**src/rtl/hept_stage_sequencer.sv**
```systemverilog
// ---------------------------------------------------------------------------
// hept_stage_sequencer
//
// Runs the three HEPT attention stages (transpose_qk, pairwise_dist_sq_rbf,
// mask_and_normalize) once per head, for N_HEADS heads. Both sides use
// ap_ctrl_hs handshakes. The block also keeps busy-cycle profiling counters
// and a per-invocation watchdog, so a hung stage ends the run with err set
// instead of stalling the kernel.
//
// Ports:
//   ap_clk, ap_rst      clock; synchronous active-high reset
//   ap_start            run request (sampled only in IDLE)
//   ap_done, ap_ready   one-cycle pulse at the end of a run
//   ap_idle             high only while IDLE
//   s_start[2:0]        per-stage ap_start (bit k = stage k)
//   s_ready[2:0]        per-stage ap_ready
//   s_done[2:0]         per-stage ap_done
//   head_idx            head currently (or last) processed
//   err                 watchdog fired during the last run
//   cyc_total           busy cycles of the current/last run (saturating)
//   stage_cyc           per-stage busy cycles, slice k = stage k (saturating)
//   dbg_state           FSM state, for debug and checkers
//
// Handshake: s_start[k] is a level request held until the stage reports
// s_ready[k] or s_done[k] in the same cycle; only bit k of s_ready/s_done is
// observed, and only while a stage is in flight (ISSUE or WAIT). s_done[k]
// completes the stage whether or not s_ready[k] was seen first.
// ---------------------------------------------------------------------------
module hept_stage_sequencer #(
    parameter int N_HEADS = 2,
    parameter int CNT_W   = 32,
    parameter int TIMEOUT = 65535,
    localparam int HEAD_W = (N_HEADS > 1) ? $clog2(N_HEADS) : 1
) (
    input  logic                 ap_clk,
    input  logic                 ap_rst,
    input  logic                 ap_start,
    output logic                 ap_done,
    output logic                 ap_ready,
    output logic                 ap_idle,
    output logic [2:0]           s_start,
    input  logic [2:0]           s_ready,
    input  logic [2:0]           s_done,
    output logic [HEAD_W-1:0]    head_idx,
    output logic                 err,
    output logic [CNT_W-1:0]     cyc_total,
    output logic [3*CNT_W-1:0]   stage_cyc,
    output logic [1:0]           dbg_state
);

    // The watchdog counts 0..TIMEOUT-1 within one invocation; the cycle on
    // which it reads TIMEOUT-1 is the TIMEOUT-th busy cycle of that stage.
    localparam int WD_W = (TIMEOUT > 1) ? $clog2(TIMEOUT) : 1;
    localparam logic [WD_W-1:0]   WD_LAST   = WD_W'((TIMEOUT > 0) ? TIMEOUT - 1 : 0);
    localparam logic [HEAD_W-1:0] LAST_HEAD = HEAD_W'(N_HEADS - 1);

    typedef enum logic [1:0] {
        ST_IDLE  = 2'd0,
        ST_ISSUE = 2'd1,
        ST_WAIT  = 2'd2,
        ST_DONE  = 2'd3
    } state_t;

    state_t             r_state;
    logic [1:0]         r_k;
    logic [HEAD_W-1:0]  r_head;
    logic               r_err;
    logic               r_done;
    logic               r_idle;
    logic [2:0]         r_start;
    logic [CNT_W-1:0]   r_total;
    logic [CNT_W-1:0]   r_stage [3];
    logic [WD_W-1:0]    r_wd;

    logic               w_done_k;
    logic               w_ready_k;
    logic               w_timeout;

    assign w_done_k  = s_done[r_k];
    assign w_ready_k = s_ready[r_k];
    assign w_timeout = (TIMEOUT != 0) && (r_wd == WD_LAST);

    always_ff @(posedge ap_clk) begin
        if (ap_rst) begin
            r_state <= ST_IDLE;
            r_k     <= 2'd0;
            r_head  <= '0;
            r_err   <= 1'b0;
            r_done  <= 1'b0;
            r_idle  <= 1'b1;
            r_start <= 3'b000;
            r_total <= '0;
            for (int i = 0; i < 3; i++) begin
                r_stage[i] <= '0;
            end
            r_wd    <= '0;
        end else begin
            r_done <= 1'b0;
            case (r_state)
                ST_IDLE: begin
                    if (ap_start) begin
                        r_state <= ST_ISSUE;
                        r_k     <= 2'd0;
                        r_head  <= '0;
                        r_err   <= 1'b0;
                        r_idle  <= 1'b0;
                        r_start <= 3'b001;
                        r_total <= '0;
                        for (int i = 0; i < 3; i++) begin
                            r_stage[i] <= '0;
                        end
                        r_wd    <= '0;
                    end
                end

                ST_ISSUE, ST_WAIT: begin
                    // Every in-flight cycle is charged to the run and to stage k,
                    // including the cycle on which done or the timeout is seen.
                    if (r_total != '1) begin
                        r_total <= r_total + 1'b1;
                    end
                    if (r_stage[r_k] != '1) begin
                        r_stage[r_k] <= r_stage[r_k] + 1'b1;
                    end

                    if (w_done_k) begin
                        // Completion wins over a timeout on the same cycle.
                        r_wd <= '0;
                        if (r_k != 2'd2) begin
                            r_k     <= r_k + 2'd1;
                            r_state <= ST_ISSUE;
                            r_start <= (r_k == 2'd0) ? 3'b010 : 3'b100;
                        end else if (r_head != LAST_HEAD) begin
                            r_head  <= r_head + 1'b1;
                            r_k     <= 2'd0;
                            r_state <= ST_ISSUE;
                            r_start <= 3'b001;
                        end else begin
                            r_state <= ST_DONE;
                            r_start <= 3'b000;
                            r_done  <= 1'b1;
                        end
                    end else if (w_timeout) begin
                        // Abandon the run; the hung stage is left as it is.
                        r_err   <= 1'b1;
                        r_state <= ST_DONE;
                        r_start <= 3'b000;
                        r_done  <= 1'b1;
                    end else begin
                        r_wd <= r_wd + 1'b1;
                        if ((r_state == ST_ISSUE) && w_ready_k) begin
                            r_state <= ST_WAIT;
                            r_start <= 3'b000;
                        end
                    end
                end

                ST_DONE: begin
                    r_state <= ST_IDLE;
                    r_idle  <= 1'b1;
                end

                default: begin
                    r_state <= ST_IDLE;
                    r_idle  <= 1'b1;
                    r_start <= 3'b000;
                end
            endcase
        end
    end

    assign ap_done   = r_done;
    assign ap_ready  = r_done;
    assign ap_idle   = r_idle;
    assign s_start   = r_start;
    assign head_idx  = r_head;
    assign err       = r_err;
    assign cyc_total = r_total;
    assign stage_cyc = {r_stage[2], r_stage[1], r_stage[0]};
    assign dbg_state = r_state;

endmodule
```
**config.mk**
```make
export PLATFORM = sky130hd
export DESIGN_NAME = hept_stage_sequencer
export DESIGN_NICKNAME = d
export VERILOG_FILES = /design/src/rtl/hept_stage_sequencer.sv
export SDC_FILE = /design/constraint.sdc
export NUM_CORES = 1
export LEC_CHECK = 0
export BUFFER_PORTS_ARGS = -buffer_cell sky130_fd_sc_hd__buf_2
export CAP_MARGIN = 15
export CORE_ASPECT_RATIO = 0.5
export CORE_UTILIZATION = 57
export DETAILED_ROUTE_END_ITERATION = 7
export GPL_TIMING_DRIVEN = 0
export PLACE_DENSITY = 0.82
export SYNTH_ARGS = -nofsm -noshare
export SYNTH_HDL_FRONTEND = slang
export SYNTH_SLANG_ARGS = --single-unit
```
**constraint.sdc**
```tcl
create_clock -name ap_clk -period 4.72 [get_ports ap_clk]
set_clock_uncertainty 0.15 [all_clocks]
set_input_delay 0.236 -clock ap_clk [delete_from_list [all_inputs] [get_ports ap_clk]]
set_output_delay 0.236 -clock ap_clk [all_outputs]
set_load 0.02 [all_outputs]
```
---- After elaboration in Yosys (flattened, before gate mapping) ----
Memory sizes are Yosys's and may differ from the RTL's. A register that Yosys moved wholly into a read port is not among the register bits.
Index checks and enable logic that the tools add are counted.
word-level totals
  register bits after elaboration ......... 59
  latch bits .............................. 0
  bits in writable memories ............... 96
  bits in read-only memories .............. 0
  bits of input ports ..................... 9
  logic and storage cells ................. 114
  memories kept ........................... 1
memory list
  name     depth  width  rd ports  clocked after Yosys merged registers in  wr ports  line  source
  r_stage  3      32     4         1                                        3         72    logic [CNT_W-1:0] r_stage [3];
cells by class
  $add $sub $neg .......................... 5
  $mul .................................... 0
  div/mod/pow operators ................... 0
  $lt $le $gt $ge ......................... 1
  eq/ne operators ......................... 16
  shift operators ......................... 0
  multiplexer cells ....................... 62
  bitwise operators ....................... 4
  reduce and logical (&&, ||, !) cells .... 16
operators by type and width
  cell                                           count
  two-way mux 32 bit                             6
  adder 32 x 1 -> 32 bit, second input constant  2
  != test 32 bit, second input constant          2
  case mux 32 bit (2 select lines)               1
  two-way mux 16 bit                             3
  case mux 16 bit (2 select lines)               1
  OR reduction 32 bit                            1
  two-way mux 2 bit                              13
  two-way mux 1 bit                              24
  two-way mux 3 bit                              6
  adder 16 x 1 -> 16 bit, second input constant  1
  equality test 16 bit, second input constant    1
  != test 2 bit, second input constant           7
  AND reduction 4 bit                            3
  AND reduction 3 bit                            3
  != test 3 bit, second input constant           2
  case mux 1 bit (2 select lines)                3
  case mux 2 bit (3 select lines)                1
  case mux 3 bit (2 select lines)                1
  binary-select mux 1 bit (select 2 bit)         2
  equality test 2 bit, second input constant     2
  logical NOT 2 bit                              2
  != test 4 bit, second input constant           1
  case mux 2 bit (2 select lines)                1
  10 further kinds                               15

---- Logic depth before layout (Yosys ltp) ----
Gate-level depths: netlist of the first run.
  word-level depth ........................ 7
  mapped depth ............................ 13
  mapped depth without buffers ............ 8

---- Worst setup path before layout of the first run ----
Ideal clock, no wire load.
  kind .................................... reg-to-reg
  start ................................... reg (tool-made name)
  end ..................................... mem r_stage[3][0], enable pin
  data arrival time ....................... 3.284 ns
  required time ........................... 4.149 ns
  setup slack ............................. 0.865 ns
  stages on the path, launching flop included .. 11
  path buffers ............................ 4
  clock period less this slack ............ 3.855 ns
  path through ............................ dfxtp_1 > buf_6 > buf_12 > buf_6 > mux4_2 > ha_1 > and4_1 > buf_6 > nand2_1 > nor3_2 > nor2_1
RTL lines
  item              line
  end: declaration  72

==> results of run 1 <==
## worst register-to-register path, cell delays in order, from the launching register on
cell	delay (ps)
dfxtp_1	460
buf_4	270
clkbuf_4	310
mux4_2	340
nand3_1	120
or4_1	560
nor3_2	400
or2_1	180
buf_4	190
buf_6	180
nand2_2	560
## worst min-delay path by stage
| stage | to | slack, ps | cells after the start |
|---|---|---|---|
| finish | ap_idle$_SDFFE_PP1P_ | 60 | 4 |
| global route | ap_idle$_SDFFE_PP1P_ | 90 | 4 |
| CTS | ap_idle$_SDFFE_PP1P_ | 50 | 4 |
| detailed placement | s_start[2]$_SDFFE_PP0P_ | 320 | 2 |
| global placement | s_start[2]$_SDFFE_PP0P_ | 320 | 2 |
| floorplan | r_wd[14]$_SDFFE_PP0P_ | 310 | 2 |
## layout by cell type, fill, tap and decap left out, types with 7 or more instances in the layout
cell | Yosys | routed
and4_1 | 9 | 9
buf_2 | 1 | 146
nor2_1 | 162 | 161
mux4_1 | 16 | 16
o21ai_0 | 11 | 11
and2_1 | 7 | 7
and3_1 | 8 | 8
nor3_1 | 22 | 22
nand4_1 | 16 | 16
mux4_2 | 16 | 16
clkbuf_1 | 14 | 14
dfxtp_1 | 61 | 61
a21oi_1 | 17 | 17
inv_1 | 46 | 46
edfxtp_1 | 128 | 128
ha_1 | 9 | 9
or3_1 | 12 | 12
nor4_1 | 18 | 18
nand2_1 | 47 | 44
buf_6 | 7 | 7
nand2b_1 | 7 | 7
xnor2_1 | 52 | 52
clkbuf_16 | 0 | 17
nand3_1 | 30 | 30
buf_4 | 8 | 8
xor2_1 | 14 | 14
## per-stage QoR
stage	hold slack (ps)	instances
6_report	57.2	1173
5_1_grt	94.4	1173
4_1_cts	45.9	1173
3_5_place_dp	323	1141
3_3_place_gp	317	1140
2_1_floorplan	308	791
## power by group through the flow
stage	clock network, uW	logic, uW	registers, uW
floorplan	0	424	2120
global placement	0	764	2000
detailed placement	0	780	2010
CTS	1530	791	1970
global route	1590	850	1980
finish	1530	792	1970
## state kept, by name, summed over array words and instances (netlist names), named ones only
name,cells
err,1
head_idx,1
r_k,2
cyc_total,32
s_start,3
ap_done,1
r_wd,16
dbg_state,2
r_stage,128
ap_idle,1
## metal layers
metal  up-vias  routed length [um]
met5         -                   0
met4         0                 435
met3        39                1420
met2       275               10600
met1      3306                9480
li1       3166                   -
## cell families after synthesis
logic type	synth area share, %
compound gates	3.42
flops	55.8
fa+ha+maj	1.24
xor+xnor	6.37
mux	9.40
buf+inv	4.59
simple gates	19.2
## final cells by class
cell class	instances	share of cell area, %
inverters	46	1.61
well taps	204	2.38
repair buffers	146	6.96
clock inverters	15	1.84
clock buffers	17	3.97
plain buffers	33	2.28
multi-input cells	523	33.7
flip-flops and latches	189	47.3
==> flow_summary.json, run 1 <==
{
  "status": "finished, violations left",
  "violations": "design-rule violations",
  "finalWeightedCongestion": 0.871,
  "port_buffers": 145,
  "first_global_vias": 6535,
  "yosys.area.top_type": "edfxtp_1",
  "clk_latency_ps": 440,
  "yosysMostFrequentCell": "nor2_1",
  "yosysTopAreaCellShare_pct": 42.3,
  "worst-path-max-fanout": 32,
  "setup_viol": 0,
  "route.detailed.drc": 2,
  "n_fill_cell": 1143,
  "postSynthCellCount": 791,
  "met2_usage_pct": 45.2,
  "synth-edff-count": 128,
  "pwr-share-clk_pct": 35.6,
  "placed_area_sq_um": 10100,
  "worst_path_most_repeated_cell": "buf_4",
  "hold_path_startpoint": "ap_start",
  "core-area_sq_um": 15500,
  "grt_setup_unrepaired": "no",
  "antenna_found_initial": 0,
  "clkTransAtPathRegs_ps": 70,
  "crit_path_top_delay_cell": "or4_1",
  "period_share_pct": 89.2,
  "cts_setup_buffers": 0,
  "seq_power_share_pct": 45.9,
  "slowest_delay_ps": 560,
  "worstPathArrival_ps": 4020,
  "grt_max_degree": 33,
  "dieArea_sq_um": 16500,
  "cts_resized": 0,
  "max_freq_mhz": 238,
  "routedWlPerCell_um": 18.7,
  "synth-async-reset-ratio_pct": 0,
  "rows": 32,
  "power_switching_share_pct": 29.5,
  "io_pins": 147,
  "drt_iter0_drc": 621,
  "slew_violations": 0,
  "cp-end-kind": "register",
  "die_width_um": 180,
  "cp-endpoint": "r_stage[2][6]$_SDFFCE_PN0P_",
  "required_ps": 4530,
  "vias_per_cell": 5.79,
  "cts_tree": "built",
  "fin_nets": 974,
  "synth_ff_type": "edfxtp_1",
  "initial_core_util_pct": 58.6,
  "timing.final.ws_setup_ps": 511,
  "r2r_end": "r_stage[2][6]$_SDFFCE_PN0P_",
  "grt_usage_pct": 27.5,
  "cts-hold-fix-buffers": 0,
  "p_int_uw": 3030,
  "syn-cell-area_sq_um": 9080,
  "multi_input_area_sq_um": 3610,
  "power_frac_comb_pct": 18.5,
  "grtUsageMet1_pct": 37.2,
  "maxCapViolations": 0,
  "power_density_nw_per_um2": 401,
  "power.switching_uw": 1270,
  "grtUsageMet3_pct": 5.33,
  "cp-start-kind": "register",
  "wl_um": 21900,
  "worstMarginPinSlew_ps": 1120,
  "cts_max_level": 4,
  "critical_path_buf_inv_count": 4,
  "synthDistinctLibCells": 59,
  "diodes": 0,
  "finalHoldViolCount": 0,
  "relSlewSlack_pct": 24.2,
  "cts_max_path_buffers": 2,
  "crit_cells": 10,
  "synth_area_leaders": "edfxtp_1 42%, dfxtp_1 13%, nor2_1 6.7%",
  "syn_nets": 809,
  "rrSetupSlack_ps": 510,
  "syn_avg_cell_area_sq_um": 11.5,
  "min_period_ps": 4210,
  "grt_overflow": 0,
  "hold_path_class": "input pin to register",
  "drive_above_1_share_pct": 23.8,
  "path_delay_family": "simple AND/OR/NAND/NOR gates",
  "peakVddDrop_uv": 282,
  "yosysWarnings": 0,
  "cts_sinks": 189,
  "grt_pass1_wl_um": 34700,
  "cts_buffers": 17,
  "crit_type": "register to register",
  "place_ws_ps": 606,
  "p_total_uw": 4290,
  "netlist_top_cells_count": "162 x nor2_1, 128 x edfxtp_1, 61 x dfxtp_1",
  "drt-pass1-iter-count": 7,
  "fin_util_pct": 69.2,
  "tns_ps": 0,
  "final_cell_area_sq_um": 10700,
  "seq_area_sq_um": 5060,
  "area_delta_synth_final_pct": 18.1,
  "hpwlAfterDp_um": 14900,
  "seq_area_frac_synth_pct": 55.8,
  "p_leak_uw": 0.00419,
  "vias": 6786,
  "die_h_um": 91.2,
  "drtAntennaViolNets": 0,
  "ys_ff_latch": 189,
  "r2r_cells": 10,
  "path_cells": "buf_4 -> clkbuf_4 -> mux4_2 -> nand3_1 -> or4_1 -> nor3_2 -> or2_1 -> buf_4 -> buf_6 -> nand2_2",
  "cts_root_buf": "clkbuf_16",
  "top_usage_layer": "met2"
}
Power figures use the tool's default switching activity.
==> run 2, diff against run 1 <==
--- a/config.mk
+++ b/config.mk
@@ -6,12 +6,11 @@
 export NUM_CORES = 1
 export LEC_CHECK = 0
 export BUFFER_PORTS_ARGS = -buffer_cell sky130_fd_sc_hd__buf_2
-export CAP_MARGIN = 15
 export CORE_ASPECT_RATIO = 0.5
 export CORE_UTILIZATION = 57
 export DETAILED_ROUTE_END_ITERATION = 7
 export GPL_TIMING_DRIVEN = 0
-export PLACE_DENSITY = 0.82
+export PLACE_DENSITY = 0.89
 export SYNTH_ARGS = -nofsm -noshare
 export SYNTH_HDL_FRONTEND = slang
 export SYNTH_SLANG_ARGS = --single-unit
==> run 2 against run 1 <==
The flow now finishes without violations. Largest power group unchanged. Total power is 2.4% lower. Via count increased by 3.9%. First-iteration DRC count grew 38%. Worst setup slack about the same. Combinational power grew 2%. Flip-flop and latch count unchanged. Wire length rose by 4.8%.
==> flow_summary.json, run 2 (same netlist as run 1, synthesis figures left out) <==
{
  "status": "complete, no violations",
  "vias": 7050,
  "cts_buffers": 17,
  "routedWlPerCell_um": 19.6,
  "area_delta_synth_final_pct": 17.6,
  "io_pins": 147,
  "grt_pass1_wl_um": 35500,
  "period_share_pct": 89.2,
  "largest_register_ffs": 128,
  "finalHoldViolCount": 0,
  "crit_path_top_delay_cell": "nand2_2",
  "cts_root_buf": "clkbuf_16",
  "min_period_ps": 4210,
  "cp-end-kind": "register",
  "hold_path_class": "input pin to register",
  "dieArea_sq_um": 16500,
  "setup_viol": 0,
  "vias_per_cell": 6.01,
  "grt_max_degree": 33,
  "relSlewSlack_pct": 29.9,
  "grt_setup_unrepaired": "no",
  "die_width_um": 180,
  "cts_max_level": 4,
  "required_ps": 4520,
  "peakVddDrop_uv": 287,
  "antenna_found_initial": 0,
  "worstPathArrival_ps": 4010,
  "cp-start-kind": "register",
  "whs_ps": 63.3,
  "path_cells": "buf_4 -> buf_2 -> mux4_2 -> ha_1 -> and4_1 -> buf_6 -> nand2_1 -> nor3_2 -> or2_1 -> buf_4 -> buf_6 -> nand2_2",
  "hold_path_startpoint": "ap_start",
  "fin_nets": 974,
  "initial_core_util_pct": 58.6,
  "mostFrequentLayoutCells": "161 x nor2_1, 146 x buf_2, 128 x edfxtp_1",
  "first_global_vias": 6870,
  "clkTransAtPathRegs_ps": 70,
  "power_density_nw_per_um2": 393,
  "crit_type": "register to register",
  "core-area_sq_um": 15500,
  "slowest_delay_ps": 550,
  "drt-pass1-iter-count": 6,
  "worstMarginPinSlew_ps": 1040,
  "largest_register": "r_stage",
  "fin_util_pct": 68.9,
  "finalWeightedCongestion": 0.874,
  "hpwlAfterDp_um": 15500,
  "clk_latency_ps": 430,
  "wl_um": 23000,
  "die_h_um": 91.2,
  "route.detailed.drc": 0,
  "cts_tree": "built",
  "grt_overflow": 0,
  "cts_setup_buffers": 0,
  "p_total_uw": 4190,
  "cts-hold-fix-buffers": 0,
  "drtAntennaViolNets": 0,
  "cts_sinks": 189,
  "final_common_cell": "nor2_1",
  "p_leak_uw": 0.00416,
  "slew_violations": 0,
  "worst-path-max-fanout": 32,
  "rows": 32,
  "tns_ps": 0,
  "n_fill_cell": 1049,
  "grt_usage_pct": 28.0,
  "cts_resized": 0,
  "drt_iter0_drc": 856,
  "maxCapViolations": 0,
  "max_freq_mhz": 238,
  "port_buffers": 145,
  "drive_above_1_share_pct": 23.4,
  "cts_max_path_buffers": 2,
  "diodes": 0
}
run 2: changes by cell type in the layout (fill, tap and decap cells not counted), moves of 2 or more:
cell        before  now
clkinvlp_4       0    3
inv_8            4    1
clkbuf_1        14   16
clkinv_1         0    2
inv_6            4    2
run 2: critical path, delay by kind of cell, from the launching register on:
kind / cells / cell delay (ps)
fa+ha+maj: 1 / 260
buf+inv: 5 / 1130
flops: 1 / 450
mux: 1 / 350
simple gates: 5 / 1380
run 2: layout make-up:
type	count	area, sq um	share of cell area (%)
Sequential cell	189	5060	47.4
Multi-Input combinational cell	523	3610	33.8
Timing Repair Buffer	146	753	7.06
Clock buffer	19	433	4.06
Tap cell	204	255	2.39
Buffer	33	244	2.29
Inverter	46	173	1.62
Clock inverter	13	141	1.32
run 2: worst paths after layout:
kind | end | slack (ps) | cells past startpoint
max | r_stage[0][8]$_SDFFCE_PN0P_ | 510 | 12
min | ap_idle$_SDFFE_PP1P_ | 60 | 4
max reg2reg | r_stage[0][8]$_SDFFCE_PN0P_ | 510 | 12
min reg2reg | s_start[2]$_SDFFE_PP0P_ | 330 | 2
run 2: layer usage:
metal  share of wire [%]  global-route usage [%]  vias to the layer above
met5                   0                       0                        -
met4                 1.2                    7.98                        0
met3                 8.2                    6.34                       31
met2                  49                    47.9                      370
met1                  41                    35.9                     3474
li1                    -                       -                     3175
run 2: where the power goes:
part | leakage (uW) | switching, uW | internal (uW)
registers | 0.00183 | 68.9 | 1910
logic | 0.00206 | 536 | 268
clock network | 0.000271 | 629 | 785
run 2: stage by stage:
stage | cells | cell area [sq um] | worst slack (ps)
2_1_floorplan | 791 | 9080 | 865
3_3_place_gp | 1140 | 10100 | -305
3_5_place_dp | 1141 | 10100 | 587
4_1_cts | 1173 | 10700 | 549
5_1_grt | 1173 | 10700 | 338
6_report | 1173 | 10700 | 511
